===== config.mk =====
export PLATFORM = sky130hd
export DESIGN_NAME = regfile_access_ctrl_flat
export DESIGN_NICKNAME = d
export VERILOG_FILES = /design/src/rtl/regfile_access_ctrl_pkg.sv /design/src/rtl/regfile_access_ctrl_if.sv /design/src/rtl/regfile_access_ctrl_wb_queue.sv /design/src/rtl/regfile_access_ctrl.sv /design/src/flat_wrapper.sv
export SDC_FILE = /design/constraint.sdc
export NUM_CORES = 1
export LEC_CHECK = 0
export ABC_CLOCK_PERIOD_IN_PS = 3700
export CAP_MARGIN = 10
export CORE_MARGIN = 2
export CORE_UTILIZATION = 51
export DETAILED_ROUTE_END_ITERATION = 8
export GPL_ROUTABILITY_DRIVEN = 0
export GPL_TIMING_DRIVEN = 0
export HOLD_SLACK_MARGIN = 0.02
export PLACE_DENSITY = 0.86
export SLEW_MARGIN = 10
export SYNTH_ARGS = -nofsm -noshare
export SYNTH_HDL_FRONTEND = slang
export SYNTH_SLANG_ARGS = --single-unit
export TNS_END_PERCENT = 5

===== constraint.sdc =====
create_clock -name clk -period 3.7 [get_ports clk]
set_input_delay 0.555 -clock clk [delete_from_list [all_inputs] [get_ports clk]]
set_output_delay 0.555 -clock clk [all_outputs]
set_load 0.02 [all_outputs]

===== src/rtl/regfile_access_ctrl_pkg.sv =====
// regfile_pkg: shared widths, constants and the output FSM encoding for the
// register-memory access controller.
//   ADDR_W       - register address width (16 registers)
//   DATA_W       - register data width
//   TAG_W        - width of the opaque request tag
//   RF_IDLE_DATA - value the register memory returns on a disabled read port
//   out_state_e  - operand output stage: EMPTY / FETCH / HELD
package regfile_pkg;

  localparam int ADDR_W = 4;
  localparam int DATA_W = 32;
  localparam int TAG_W  = 4;

  localparam logic [DATA_W-1:0] RF_IDLE_DATA = 32'h0000FFFF;

  typedef enum logic [1:0] {
    EMPTY = 2'd0,
    FETCH = 2'd1,
    HELD  = 2'd2
  } out_state_e;

endpackage


===== src/rtl/regfile_access_ctrl_if.sv =====
// regfile_access_ctrl_if: all bus signals between the filter datapath, the
// access controller and the 16x32 register memory.
//   req_*  - operand fetch request        (datapath -> controller)
//   out_*  - operand return               (controller -> datapath)
//   wb_*   - writeback request            (datapath -> controller)
//   rf_*   - register memory ports        (controller <-> memory)
// Handshakes (req, out, wb): a transfer happens at the posedge where valid and
// ready are both 1. The sender holds valid and its payload stable until that
// edge; ready may depend combinationally on the receiver's state and on the
// payload (req_ready depends on req_src_*), but never on valid.
// modport slave  - the controller
// modport master - the datapath plus register memory (the environment)
interface regfile_access_ctrl_if;
  import regfile_pkg::*;

  logic              req_valid;
  logic              req_ready;
  logic [ADDR_W-1:0] req_src_a;
  logic [ADDR_W-1:0] req_src_b;
  logic              req_use_a;
  logic              req_use_b;
  logic [TAG_W-1:0]  req_tag;

  logic              out_valid;
  logic              out_ready;
  logic [DATA_W-1:0] out_op_a;
  logic [DATA_W-1:0] out_op_b;
  logic [TAG_W-1:0]  out_tag;

  logic              wb_valid;
  logic              wb_ready;
  logic [ADDR_W-1:0] wb_addr;
  logic [DATA_W-1:0] wb_data;
  logic              wb_hold;

  logic [ADDR_W-1:0] rf_dir_a;
  logic [ADDR_W-1:0] rf_dir_b;
  logic              rf_re_a_n;
  logic              rf_re_b_n;
  logic [DATA_W-1:0] rf_dat_a;
  logic [DATA_W-1:0] rf_dat_b;
  logic [ADDR_W-1:0] rf_dir_wr;
  logic [DATA_W-1:0] rf_di;
  logic              rf_we_n;

  modport slave (
    input  req_valid, req_src_a, req_src_b, req_use_a, req_use_b, req_tag,
    input  out_ready,
    input  wb_valid, wb_addr, wb_data, wb_hold,
    input  rf_dat_a, rf_dat_b,
    output req_ready,
    output out_valid, out_op_a, out_op_b, out_tag,
    output wb_ready,
    output rf_dir_a, rf_dir_b, rf_re_a_n, rf_re_b_n,
    output rf_dir_wr, rf_di, rf_we_n
  );

  modport master (
    output req_valid, req_src_a, req_src_b, req_use_a, req_use_b, req_tag,
    output out_ready,
    output wb_valid, wb_addr, wb_data, wb_hold,
    output rf_dat_a, rf_dat_b,
    input  req_ready,
    input  out_valid, out_op_a, out_op_b, out_tag,
    input  wb_ready,
    input  rf_dir_a, rf_dir_b, rf_re_a_n, rf_re_b_n,
    input  rf_dir_wr, rf_di, rf_we_n
  );

endinterface


===== src/rtl/regfile_access_ctrl_wb_queue.sv =====
// wb_queue: writeback FIFO of {addr,data} feeding the register memory write
// port, plus per-entry address comparison against the two fetch sources.
//   clk, rst_n          - clock, async active-low reset (discards all entries)
//   push_i              - writeback valid; enqueued when ready_o is also 1
//   push_addr_i/data_i  - writeback payload
//   hold_i              - 1 stops the queue from draining
//   cmp_a_i, cmp_b_i    - fetch source addresses to compare
//   ready_o             - room for a writeback this cycle
//   drain_o             - head is being written this cycle, popped at posedge
//   head_addr_o/data_o  - head entry
//   head_oh_o           - one-hot position of the head entry
//   match_a_o/match_b_o - per-entry: entry valid and its address matches
module wb_queue
  import regfile_pkg::*;
#(
  parameter int WQ_DEPTH = 4
) (
  input  logic                clk,
  input  logic                rst_n,
  input  logic                push_i,
  input  logic [ADDR_W-1:0]   push_addr_i,
  input  logic [DATA_W-1:0]   push_data_i,
  input  logic                hold_i,
  input  logic [ADDR_W-1:0]   cmp_a_i,
  input  logic [ADDR_W-1:0]   cmp_b_i,
  output logic                ready_o,
  output logic                drain_o,
  output logic [ADDR_W-1:0]   head_addr_o,
  output logic [DATA_W-1:0]   head_data_o,
  output logic [WQ_DEPTH-1:0] head_oh_o,
  output logic [WQ_DEPTH-1:0] match_a_o,
  output logic [WQ_DEPTH-1:0] match_b_o
);

  localparam int PTR_W = $clog2(WQ_DEPTH);
  localparam int CNT_W = PTR_W + 1;
  localparam logic [CNT_W-1:0] DEPTH_C = CNT_W'(WQ_DEPTH);

  logic [ADDR_W-1:0]   addr_q [WQ_DEPTH];
  logic [DATA_W-1:0]   data_q [WQ_DEPTH];
  logic [WQ_DEPTH-1:0] valid_q;
  logic [PTR_W-1:0]    rd_ptr_q;
  logic [PTR_W-1:0]    wr_ptr_q;
  logic [CNT_W-1:0]    count_q;
  logic                push;

  assign drain_o = (count_q != '0) && !hold_i;
  // A full queue still accepts when the head leaves in the same cycle.
  assign ready_o = (count_q < DEPTH_C) || drain_o;
  assign push    = push_i && ready_o;

  assign head_addr_o = addr_q[rd_ptr_q];
  assign head_data_o = data_q[rd_ptr_q];
  assign head_oh_o   = WQ_DEPTH'(1) << rd_ptr_q;

  always_comb begin
    match_a_o = '0;
    match_b_o = '0;
    for (int i = 0; i < WQ_DEPTH; i++) begin
      match_a_o[i] = valid_q[i] && (addr_q[i] == cmp_a_i);
      match_b_o[i] = valid_q[i] && (addr_q[i] == cmp_b_i);
    end
  end

  always_ff @(posedge clk or negedge rst_n) begin
    if (!rst_n) begin
      for (int i = 0; i < WQ_DEPTH; i++) begin
        addr_q[i] <= '0;
        data_q[i] <= '0;
      end
      valid_q  <= '0;
      rd_ptr_q <= '0;
      wr_ptr_q <= '0;
      count_q  <= '0;
    end else begin
      if (drain_o) begin
        valid_q[rd_ptr_q] <= 1'b0;
        rd_ptr_q          <= rd_ptr_q + PTR_W'(1);
      end
      // When full and draining, the push reuses the slot being popped; the
      // later assignment makes the new entry's valid bit win.
      if (push) begin
        addr_q[wr_ptr_q]  <= push_addr_i;
        data_q[wr_ptr_q]  <= push_data_i;
        valid_q[wr_ptr_q] <= 1'b1;
        wr_ptr_q          <= wr_ptr_q + PTR_W'(1);
      end
      case ({push, drain_o})
        2'b10:   count_q <= count_q + CNT_W'(1);
        2'b01:   count_q <= count_q - CNT_W'(1);
        default: ;
      endcase
    end
  end

endmodule


===== src/rtl/regfile_access_ctrl.sv =====
// regfile_access_ctrl: client-side controller for the 16x32 register memory.
// Accepts operand fetches and writebacks, drives the memory's two read ports
// and its write port (active-low enables), queues writebacks, stalls fetches
// that would read a register with a pending queued write, and holds returned
// operands in a skid stage under output back-pressure.
//   clk, rst_n  - clock (memory reads on posedge, writes on negedge), async
//                 active-low reset
//   bus         - all handshake and memory signals (slave side)
//   dbg_state_o - current output FSM state
module regfile_access_ctrl
  import regfile_pkg::*;
#(
  parameter int WQ_DEPTH = 4
) (
  input  logic                 clk,
  input  logic                 rst_n,
  regfile_access_ctrl_if.slave bus,
  output out_state_e           dbg_state_o
);

  out_state_e          state_q;
  logic [DATA_W-1:0]   skid_a_q;
  logic [DATA_W-1:0]   skid_b_q;
  logic [TAG_W-1:0]    tag_q;
  logic [ADDR_W-1:0]   dir_a_q;
  logic [ADDR_W-1:0]   dir_b_q;

  logic                drain;
  logic                wb_ready;
  logic [ADDR_W-1:0]   head_addr;
  logic [DATA_W-1:0]   head_data;
  logic [WQ_DEPTH-1:0] head_oh;
  logic [WQ_DEPTH-1:0] match_a;
  logic [WQ_DEPTH-1:0] match_b;
  logic [WQ_DEPTH-1:0] live_mask;
  logic                hazard;
  logic                req_ready;
  logic                accept;

  wb_queue #(.WQ_DEPTH(WQ_DEPTH)) u_wb_queue (
    .clk         (clk),
    .rst_n       (rst_n),
    .push_i      (bus.wb_valid),
    .push_addr_i (bus.wb_addr),
    .push_data_i (bus.wb_data),
    .hold_i      (bus.wb_hold),
    .cmp_a_i     (bus.req_src_a),
    .cmp_b_i     (bus.req_src_b),
    .ready_o     (wb_ready),
    .drain_o     (drain),
    .head_addr_o (head_addr),
    .head_data_o (head_data),
    .head_oh_o   (head_oh),
    .match_a_o   (match_a),
    .match_b_o   (match_b)
  );

  // The draining head is written on this cycle's negedge, before the posedge
  // at which the memory samples the read address, so it cannot be stale.
  assign live_mask = drain ? ~head_oh : '1;
  assign hazard    = (bus.req_use_a && |(match_a & live_mask)) ||
                     (bus.req_use_b && |(match_b & live_mask));

  assign req_ready = ((state_q == EMPTY) || bus.out_ready) && !hazard;
  assign accept    = bus.req_valid && req_ready;

  // Read addresses are presented in the accept cycle itself; otherwise they
  // keep the last accepted value.
  assign bus.rf_dir_a  = accept ? bus.req_src_a : dir_a_q;
  assign bus.rf_dir_b  = accept ? bus.req_src_b : dir_b_q;
  assign bus.rf_re_a_n = !(accept && bus.req_use_a);
  assign bus.rf_re_b_n = !(accept && bus.req_use_b);

  assign bus.rf_dir_wr = head_addr;
  assign bus.rf_di     = head_data;
  assign bus.rf_we_n   = !drain;

  assign bus.req_ready = req_ready;
  assign bus.wb_ready  = wb_ready;

  assign bus.out_valid = (state_q != EMPTY);
  assign bus.out_op_a  = (state_q == FETCH) ? bus.rf_dat_a : skid_a_q;
  assign bus.out_op_b  = (state_q == FETCH) ? bus.rf_dat_b : skid_b_q;
  // No fetch can be accepted while FETCH/HELD waits for out_ready, so tag_q
  // already holds the tag of the operands being held.
  assign bus.out_tag   = tag_q;

  assign dbg_state_o   = state_q;

  always_ff @(posedge clk or negedge rst_n) begin
    if (!rst_n) begin
      state_q  <= EMPTY;
      skid_a_q <= '0;
      skid_b_q <= '0;
      tag_q    <= '0;
      dir_a_q  <= '0;
      dir_b_q  <= '0;
    end else begin
      if (accept) begin
        dir_a_q <= bus.req_src_a;
        dir_b_q <= bus.req_src_b;
        tag_q   <= bus.req_tag;
      end
      case (state_q)
        EMPTY: begin
          if (accept) state_q <= FETCH;
        end
        FETCH: begin
          if (bus.out_ready) begin
            state_q <= accept ? FETCH : EMPTY;
          end else begin
            // Memory data is only valid for this one cycle; keep a copy.
            state_q  <= HELD;
            skid_a_q <= bus.rf_dat_a;
            skid_b_q <= bus.rf_dat_b;
          end
        end
        HELD: begin
          if (bus.out_ready) state_q <= accept ? FETCH : EMPTY;
        end
        default: state_q <= EMPTY;
      endcase
    end
  end

endmodule

===== src/flat_wrapper.sv =====
// flat-port wrapper written by rule: the top's interface ports become plain ports
module regfile_access_ctrl_flat import regfile_pkg::*;
#(
  parameter int WQ_DEPTH = 4
)
  (clk, rst_n, dbg_state_o, bus_req_valid, bus_req_src_a, bus_req_src_b, bus_req_use_a, bus_req_use_b, bus_req_tag, bus_out_ready, bus_wb_valid, bus_wb_addr, bus_wb_data, bus_wb_hold, bus_rf_dat_a, bus_rf_dat_b, bus_req_ready, bus_out_valid, bus_out_op_a, bus_out_op_b, bus_out_tag, bus_wb_ready, bus_rf_dir_a, bus_rf_dir_b, bus_rf_re_a_n, bus_rf_re_b_n, bus_rf_dir_wr, bus_rf_di, bus_rf_we_n);
  regfile_access_ctrl_if bus_i ();
  input  logic clk;
  input  logic rst_n;
  output out_state_e dbg_state_o;
  input wire logic [$bits(bus_i.req_valid)-1:0] bus_req_valid;
  input wire logic [$bits(bus_i.req_src_a)-1:0] bus_req_src_a;
  input wire logic [$bits(bus_i.req_src_b)-1:0] bus_req_src_b;
  input wire logic [$bits(bus_i.req_use_a)-1:0] bus_req_use_a;
  input wire logic [$bits(bus_i.req_use_b)-1:0] bus_req_use_b;
  input wire logic [$bits(bus_i.req_tag)-1:0] bus_req_tag;
  input wire logic [$bits(bus_i.out_ready)-1:0] bus_out_ready;
  input wire logic [$bits(bus_i.wb_valid)-1:0] bus_wb_valid;
  input wire logic [$bits(bus_i.wb_addr)-1:0] bus_wb_addr;
  input wire logic [$bits(bus_i.wb_data)-1:0] bus_wb_data;
  input wire logic [$bits(bus_i.wb_hold)-1:0] bus_wb_hold;
  input wire logic [$bits(bus_i.rf_dat_a)-1:0] bus_rf_dat_a;
  input wire logic [$bits(bus_i.rf_dat_b)-1:0] bus_rf_dat_b;
  output wire logic [$bits(bus_i.req_ready)-1:0] bus_req_ready;
  output wire logic [$bits(bus_i.out_valid)-1:0] bus_out_valid;
  output wire logic [$bits(bus_i.out_op_a)-1:0] bus_out_op_a;
  output wire logic [$bits(bus_i.out_op_b)-1:0] bus_out_op_b;
  output wire logic [$bits(bus_i.out_tag)-1:0] bus_out_tag;
  output wire logic [$bits(bus_i.wb_ready)-1:0] bus_wb_ready;
  output wire logic [$bits(bus_i.rf_dir_a)-1:0] bus_rf_dir_a;
  output wire logic [$bits(bus_i.rf_dir_b)-1:0] bus_rf_dir_b;
  output wire logic [$bits(bus_i.rf_re_a_n)-1:0] bus_rf_re_a_n;
  output wire logic [$bits(bus_i.rf_re_b_n)-1:0] bus_rf_re_b_n;
  output wire logic [$bits(bus_i.rf_dir_wr)-1:0] bus_rf_dir_wr;
  output wire logic [$bits(bus_i.rf_di)-1:0] bus_rf_di;
  output wire logic [$bits(bus_i.rf_we_n)-1:0] bus_rf_we_n;
  assign bus_i.req_valid = bus_req_valid;
  assign bus_i.req_src_a = bus_req_src_a;
  assign bus_i.req_src_b = bus_req_src_b;
  assign bus_i.req_use_a = bus_req_use_a;
  assign bus_i.req_use_b = bus_req_use_b;
  assign bus_i.req_tag = bus_req_tag;
  assign bus_i.out_ready = bus_out_ready;
  assign bus_i.wb_valid = bus_wb_valid;
  assign bus_i.wb_addr = bus_wb_addr;
  assign bus_i.wb_data = bus_wb_data;
  assign bus_i.wb_hold = bus_wb_hold;
  assign bus_i.rf_dat_a = bus_rf_dat_a;
  assign bus_i.rf_dat_b = bus_rf_dat_b;
  assign bus_req_ready = bus_i.req_ready;
  assign bus_out_valid = bus_i.out_valid;
  assign bus_out_op_a = bus_i.out_op_a;
  assign bus_out_op_b = bus_i.out_op_b;
  assign bus_out_tag = bus_i.out_tag;
  assign bus_wb_ready = bus_i.wb_ready;
  assign bus_rf_dir_a = bus_i.rf_dir_a;
  assign bus_rf_dir_b = bus_i.rf_dir_b;
  assign bus_rf_re_a_n = bus_i.rf_re_a_n;
  assign bus_rf_re_b_n = bus_i.rf_re_b_n;
  assign bus_rf_dir_wr = bus_i.rf_dir_wr;
  assign bus_rf_di = bus_i.rf_di;
  assign bus_rf_we_n = bus_i.rf_we_n;
  regfile_access_ctrl #(.WQ_DEPTH(WQ_DEPTH)) u_core (.clk(clk), .rst_n(rst_n), .bus(bus_i), .dbg_state_o(dbg_state_o));
endmodule

==> results of run 1 <==
-- synth_stat cells (3+ instances only) --
library cell,count,area [sq um]
nand4_1,8,50.1
o21ai_1,3,15.0
mux4_2,36,811
xnor2_1,35,307
dfrtp_1,233,5830
mux2_2,212,2390
nand2b_1,4,25.0
buf_2,15,75.1
inv_1,13,48.8
nor2_1,4,15.0
buf_1,8,30.0
o21ai_2,3,26.3
ha_1,9,113
nand2_1,204,766
buf_4,16,120
clkbuf_1,10,37.5
mux2_4,8,120
o22ai_1,4,25.0
-- routing by layer --
layer,share of wire,wire length (um)
met3,0.081,2180
met2,0.52,14100
met1,0.38,10300
met4,0.018,488
met5,0,0
-- state kept, by name (all words and copies together) (netlist names), 4 cells and up --
name	cells
u_core.bus.out_tag	4
u_core.dir_a_q	4
u_core.dir_b_q	4
u_core.skid_a_q	32
u_core.skid_b_q	32
u_core.u_wb_queue.addr_q	16
u_core.u_wb_queue.data_q	128
u_core.u_wb_queue.valid_q	4
-- cells in the final DEF (no fill, tap or decap), types with 12 or more instances in the layout --
cell | netlist | routed
buf_2 | 15 | 14
clkbuf_1 | 10 | 15
inv_1 | 13 | 12
xnor2_1 | 35 | 35
buf_4 | 16 | 19
dfrtp_1 | 233 | 233
clkdlybuf4s50_1 | 0 | 219
mux2_2 | 212 | 212
mux4_2 | 36 | 36
clkbuf_16 | 0 | 25
nand2_1 | 204 | 204
-- layout make-up --
class / instances / area (sq um)
tap: 275 / 344
fill: 1455 / 6520
clock inverter: 5 / 56.3
timing repair buffer: 237 / 2390
multi-input combinational: 548 / 4850
inverter: 13 / 48.8
buffer: 50 / 315
clock buffer: 38 / 734
sequential: 233 / 5830
-- critical path: cells and delay by family, from the launching register on --
kind,cells,cell delay (ns)
buffers and inverters,5,0.91
AO/OA/AOI/OAI,4,0.71
multiplexers,1,0.31
flip-flops,1,0.41
adder cells (fa/ha/maj),1,0.16
AND/OR/NAND/NOR,1,0.08
-- repair_timing --
item                                    4_1_cts  5_1_grt
setup buffers                                 1        2
pin swaps                                     2        2
endpoints found under the hold margin        46        0
endpoints found under the setup margin       16       11
hold buffers                                  1        0
resized for setup                            37       14
-- cells by family after synthesis --
kind of cell | Yosys count | share of synthesized area
adder cells (fa/ha/maj) | 11 | 0.0130
flip-flops | 233 | 0.531
buffers and inverters | 63 | 0.0294
AND/OR/NAND/NOR | 228 | 0.0839
multiplexers | 257 | 0.303
XOR/XNOR | 37 | 0.0295
AO/OA/AOI/OAI | 15 | 0.0103
-- per-stage QoR --
step	setup TNS [ns]	util	power [W]	area, sq um
global placement	-1790.62	0.647	0.0119	13600
detailed placement	-6.75	0.650	0.0121	13700
floorplan	0	-	0.00908	11000
global route	-0.358	0.691	0.0154	14600
finish	0	0.691	0.0146	14600
CTS	0	0.690	0.0146	14600
-- power by group --
group / total [W] / leakage, nW / internal [W] / switching [W]
Clock: 0.00239 / 0.386 / 0.00143 / 0.000960
Combinational: 0.00754 / 3.20 / 0.00401 / 0.00353
Sequential: 0.00462 / 2.76 / 0.00386 / 0.000766
-- worst min-delay path by stage --
stage	from	endpoint	slack, ns	cells past startpoint
finish	bus_req_src_b[0]	u_core.dir_b_q[0]	0.37	2
CTS	bus_req_src_b[0]	u_core.dir_b_q[0]	0.34	2
detailed placement	rst_n	u_core.u_wb_queue.data_q[11]	0.48	1
global route	bus_req_src_b[0]	u_core.dir_b_q[0]	0.35	2
floorplan	rst_n	u_core.bus.out_tag[0]	0.26	0
global placement	u_core.dir_a_q[2]	u_core.dir_a_q[2]	0.48	1
==> impl_metrics.env, run 1 <==
export IMPL_grt_use_met2=0.430
export IMPL_ys_types=33
export IMPL_fin_cells=1399
export IMPL_path_class="flop to output port"
export IMPL_grt_overflow_total=0
export IMPL_grt_setup_unrepaired="yes"
export IMPL_outcome="finished, final reports clean"
export IMPL_setup_worst_path_start_class="flop"
export IMPL_end_kind="output port"
export IMPL_slew_violations=0
export IMPL_syn_inst=844
export IMPL_grt_first_pass_wirelength_um=42200
export IMPL_drt_initial_drc_count=304
export IMPL_preCtsSetupSlack_ns=-0.703
export IMPL_die_y_um=151
export IMPL_cts_path_max_buffers=3
export IMPL_synth_seq_cells=233
export IMPL_setup_ws_ns=0.0635
export IMPL_grt_start_max_net_pins=111
export IMPL_start_util=0.521
export IMPL_clk_pin_slew_ns=0.06
export IMPL_cpMostUsedCell="o21ai_2"
export IMPL_max_slew_worst_pin_slew_ns=0.770
export IMPL_fin_worst_skew_ns=0.00959
export IMPL_cpPeakStageDelay_ns=0.41
export IMPL_ant_nets=0
export IMPL_yosysWarnings=0
export IMPL_leakagePower_nw=6.36
export IMPL_dp_hpwl_um=19600
export IMPL_r2r_start="u_core.u_wb_queue.rd_ptr_q[1]"
export IMPL_drive_above_1_share=0.314
export IMPL_first_pass_iters=5
export IMPL_synth_top_flop_cell="dfrtp_1"
export IMPL_timing_hold_ws_ns=0.366
export IMPL_numCtsBuffers=24
export IMPL_max_freq_mhz=275
export IMPL_antenna_found_initial=0
export IMPL_port_buffers=231
export IMPL_worstSetupStartpoint="u_core.u_wb_queue.rd_ptr_q[1]"
export IMPL_min_period_ns=3.64
export IMPL_reg2reg_depth=11
export IMPL_hold_class="input pin to flop"
export IMPL_vias_per_cell=5.38
export IMPL_synth_edff_count=0
export IMPL_dieWidth_um=151
export IMPL_critPathMaxFanout=10
export IMPL_ir_worst_vdd_v=0.000621
export IMPL_maxCapViolations=0
export IMPL_cts_tree="done"
export IMPL_clkSinkCount=233
export IMPL_post_route_period_util=0.983
export IMPL_ys_async_sr_fraction=1.00
export IMPL_met1_usage=0.286
export IMPL_io_pins=240
export IMPL_root_buffer="clkbuf_16"
export IMPL_syn_area_sq_um=11000
export IMPL_wire_per_inst_um=19.3
export IMPL_arrival_ns=3.08
export IMPL_p_per_area_nw_per_um2=999
export IMPL_synth_area_per_cell_sq_um=13.0
export IMPL_critPathSlowestCell="dfrtp_1"
export IMPL_fin_nets=1237
export IMPL_areaGrowthSynthToFinish_pct=32.7
export IMPL_seq_area_frac_synth=0.531
export IMPL_dieArea_sq_um=22700
export IMPL_setup_viol=0
export IMPL_grt_use_met3=0.0585
export IMPL_clk_latency_ns=0.51
export IMPL_r2r_end="u_core.dir_a_q[1]"
export IMPL_n_antenna_cell=0
export IMPL_hold_violations=0
export IMPL_crit_path_end="bus_rf_dir_a[1]"
export IMPL_r2r_slack_ns=1.26
export IMPL_drc=0
export IMPL_required_ns=3.14
export IMPL_slew_headroom=0.485
export IMPL_core_sq_um=21100
export IMPL_synth_nets=974
export IMPL_wl_um=27000
export IMPL_grt_usage=0.238
export IMPL_worstPathCellList="buf_8, clkbuf_8, inv_1, ha_1, nand2b_1, o21ai_2, o22ai_1, o21ai_2, o2111ai_4, buf_6, mux2_4, clkdlybuf4s15_2"
export IMPL_busiest_layer="met2"
export IMPL_rows=53
export IMPL_cts_max_level=1
export IMPL_grt_pass1_vias=7990
export IMPL_placed_cells=1352
export IMPL_vias=7523
Note: power is estimated with default switching activity, not from simulation.
==> run 2, diff against run 1 <==
--- a/config.mk
+++ b/config.mk
@@ -5,7 +5,7 @@
 export SDC_FILE = /design/constraint.sdc
 export NUM_CORES = 1
 export LEC_CHECK = 0
-export ABC_CLOCK_PERIOD_IN_PS = 3700
+export ABC_CLOCK_PERIOD_IN_PS = 3800
 export CAP_MARGIN = 10
 export CORE_MARGIN = 2
 export CORE_UTILIZATION = 51
==> constraint.sdc (replaced) <==
create_clock -name clk -period 3.8 [get_ports clk]
set_input_delay 0.57 -clock clk [delete_from_list [all_inputs] [get_ports clk]]
set_output_delay 0.57 -clock clk [all_outputs]
set_load 0.02 [all_outputs]
==> run 2 against run 1 <==
Compared with the run above:
- global-route usage hardly changed
- via count is 0.17% lower
- register-to-register slack better by 0.09 ns
- routed wire length is 0.37% lower
- largest power group unchanged
- utilization is 0.19 points lower
- setup slack better by 0.039 ns
- critical path depth stayed put
==> impl_metrics.env, run 2 (same netlist as run 1, synthesis figures left out) <==
export IMPL_max_freq_mhz=270
export IMPL_p_seq_frac=0.319
export IMPL_root_buffer="clkbuf_16"
export IMPL_drive_above_1_share=0.310
export IMPL_wl_um=26900
export IMPL_largest_register_ffs=128
export IMPL_preCtsSetupSlack_ns=-0.618
export IMPL_clk_latency_ns=0.51
export IMPL_p_per_area_nw_per_um2=972
export IMPL_first_pass_iters=4
export IMPL_port_buffers=231
export IMPL_ant_nets=0
export IMPL_worstPathCellList="clkbuf_8, clkbuf_8, inv_1, ha_1, nand2b_1, o21ai_2, o22ai_1, o21ai_2, o2111ai_4, buf_6, mux2_4, clkdlybuf4s15_1"
export IMPL_drt_initial_drc_count=271
export IMPL_pwr_share_clk=0.164
export IMPL_grt_setup_unrepaired="yes"
export IMPL_areaGrowthSynthToFinish_pct=32.3
export IMPL_path_buf_inv=5
export IMPL_setup_viol=0
export IMPL_critPathSlowestCell="dfrtp_1"
export IMPL_reg2reg_depth=11
export IMPL_cts_path_max_buffers=3
export IMPL_leakagePower_nw=6.34
export IMPL_netSwitchingFraction=0.362
export IMPL_antenna_found_initial=0
export IMPL_layout_common_cells="dfrtp_1 (233), clkdlybuf4s50_1 (220), mux2_2 (212)"
export IMPL_fin_worst_skew_ns=0.0107
export IMPL_path_class="flop to output port"
export IMPL_min_period_ns=3.70
export IMPL_die_y_um=151
export IMPL_clk_pin_slew_ns=0.07
export IMPL_dp_hpwl_um=19600
export IMPL_arrival_ns=3.13
export IMPL_top_regs="u_core.u_wb_queue.data_q: 128 flops, u_core.skid_a_q: 32 flops, u_core.skid_b_q: 32 flops"
export IMPL_cts_tree="done"
export IMPL_regMostFlops="u_core.u_wb_queue.data_q"
export IMPL_setup_tns_ns=0
export IMPL_end_kind="output port"
export IMPL_io_pins=240
export IMPL_setup_worst_path_start_class="flop"
export IMPL_slew_violations=0
export IMPL_r2r_start="u_core.u_wb_queue.rd_ptr_q[1]"
export IMPL_grt_start_max_net_pins=111
export IMPL_crit_family="buffers and inverters"
export IMPL_vias_per_cell=5.38
export IMPL_ir_worst_vdd_v=0.000604
export IMPL_wire_per_inst_um=19.3
export IMPL_critPathMaxFanout=10
export IMPL_placed_cell_area_sq_um=13700
export IMPL_final_common_cell="dfrtp_1"
export IMPL_crit_path_end="bus_rf_dir_b[2]"
export IMPL_r2r_end="u_core.dir_a_q[1]"
export IMPL_hold_violations=0
export IMPL_post_route_period_util=0.973
export IMPL_slew_headroom=0.484
export IMPL_cp_depth=12
export IMPL_grt_pass1_vias=7994
export IMPL_comb_power_share=0.517
export IMPL_n_antenna_cell=0
export IMPL_fin_area_sq_um=14500
export IMPL_outcome="finished, final reports clean"
export IMPL_r2r_slack_ns=1.35
export IMPL_vias=7510
export IMPL_grt_overflow_total=0
export IMPL_p_sw_w=0.00511
export IMPL_drc=0
export IMPL_dieArea_sq_um=22700
export IMPL_setup_ws_ns=0.103
export IMPL_start_util=0.521
export IMPL_fin_nets=1235
export IMPL_clkSinkCount=233
export IMPL_internal_power_w=0.00902
export IMPL_max_slew_worst_pin_slew_ns=0.771
export IMPL_dieWidth_um=151
export IMPL_cts_max_level=1
export IMPL_hold_class="input pin to flop"
export IMPL_maxCapViolations=0
export IMPL_cpPeakStageDelay_ns=0.41
export IMPL_core_sq_um=21100
export IMPL_rows=53
export IMPL_grt_usage=0.238
export IMPL_required_ns=3.23
export IMPL_worstSetupStartpoint="u_core.u_wb_queue.rd_ptr_q[1]"
export IMPL_numCtsBuffers=24
export IMPL_grt_first_pass_wirelength_um=42300
[run 2: changes by cell type in the layout (fill, tap and decap cells not counted), sizes merged]
| cell | delta |
|---|---|
| buf | -4 |
| dlygate4sd2 | +1 |
| clkdlybuf4s15 | -3 |
| clkdlybuf4s50 | +1 |
| clkbuf | +4 |
| dlymetal6s2s | -1 |
[run 2: through the flow]
step                      std cells  hold slack, ns  utilization  power, W
final                          1397           0.375        0.689    0.0141
after global routing           1397           0.365        0.689    0.0150
after CTS                      1397           0.358        0.689    0.0142
after detailed placement       1352           0.480        0.650    0.0118
after global placement         1350           0.476        0.647    0.0116
after floorplan                 844           0.274            -   0.00885
[run 2: worst min-delay path by stage]
stage / slack (ns) / cells after the start / from / to
detailed placement: 0.48 / 1 / u_core.dir_a_q[3] / u_core.dir_a_q[3]
finish: 0.38 / 2 / bus_req_src_b[0] / u_core.dir_b_q[0]
global placement: 0.48 / 1 / u_core.dir_a_q[2] / u_core.dir_a_q[2]
CTS: 0.36 / 2 / bus_req_src_b[0] / u_core.dir_b_q[0]
global route: 0.36 / 2 / bus_req_src_b[0] / u_core.dir_b_q[0]
floorplan: 0.27 / 0 / rst_n / u_core.bus.out_tag[0]
[run 2: area by class of cell]
cell class | count | area (sq um)
clock inverter | 5 | 56.3
multi-input combinational | 548 | 4850
buffer | 50 | 310
tap | 275 | 344
timing repair buffer | 235 | 2350
clock buffer | 38 | 734
sequential | 233 | 5830
inverter | 13 | 48.8
fill | 1461 | 6560
[run 2: per-layer routing]
layer	share of wire	track usage	wire length, um
met3	0.080	0.0585	2140
met4	0.019	0.0626	522
met1	0.38	0.286	10300
met5	0	0	0
met2	0.52	0.430	13900
[run 2: power groups by stage]
stage | clock network (W) | registers, W | logic, W
6_report | 0.00232 | 0.00450 | 0.00730
5_1_grt | 0.00249 | 0.00465 | 0.00783
4_1_cts | 0.00238 | 0.00448 | 0.00737
3_5_place_dp | 0 | 0.00451 | 0.00732
3_3_place_gp | 0 | 0.00441 | 0.00715
2_1_floorplan | 0 | 0.00429 | 0.00455
[run 2: timing repair]
action,CTS,global route
hold buffers,1,0
buffers inserted,1,0
gates cloned,0,0
pin swaps,2,1
endpoints found under the setup margin,11,11
endpoints found under the hold margin,46,0
gates resized for setup,23,20
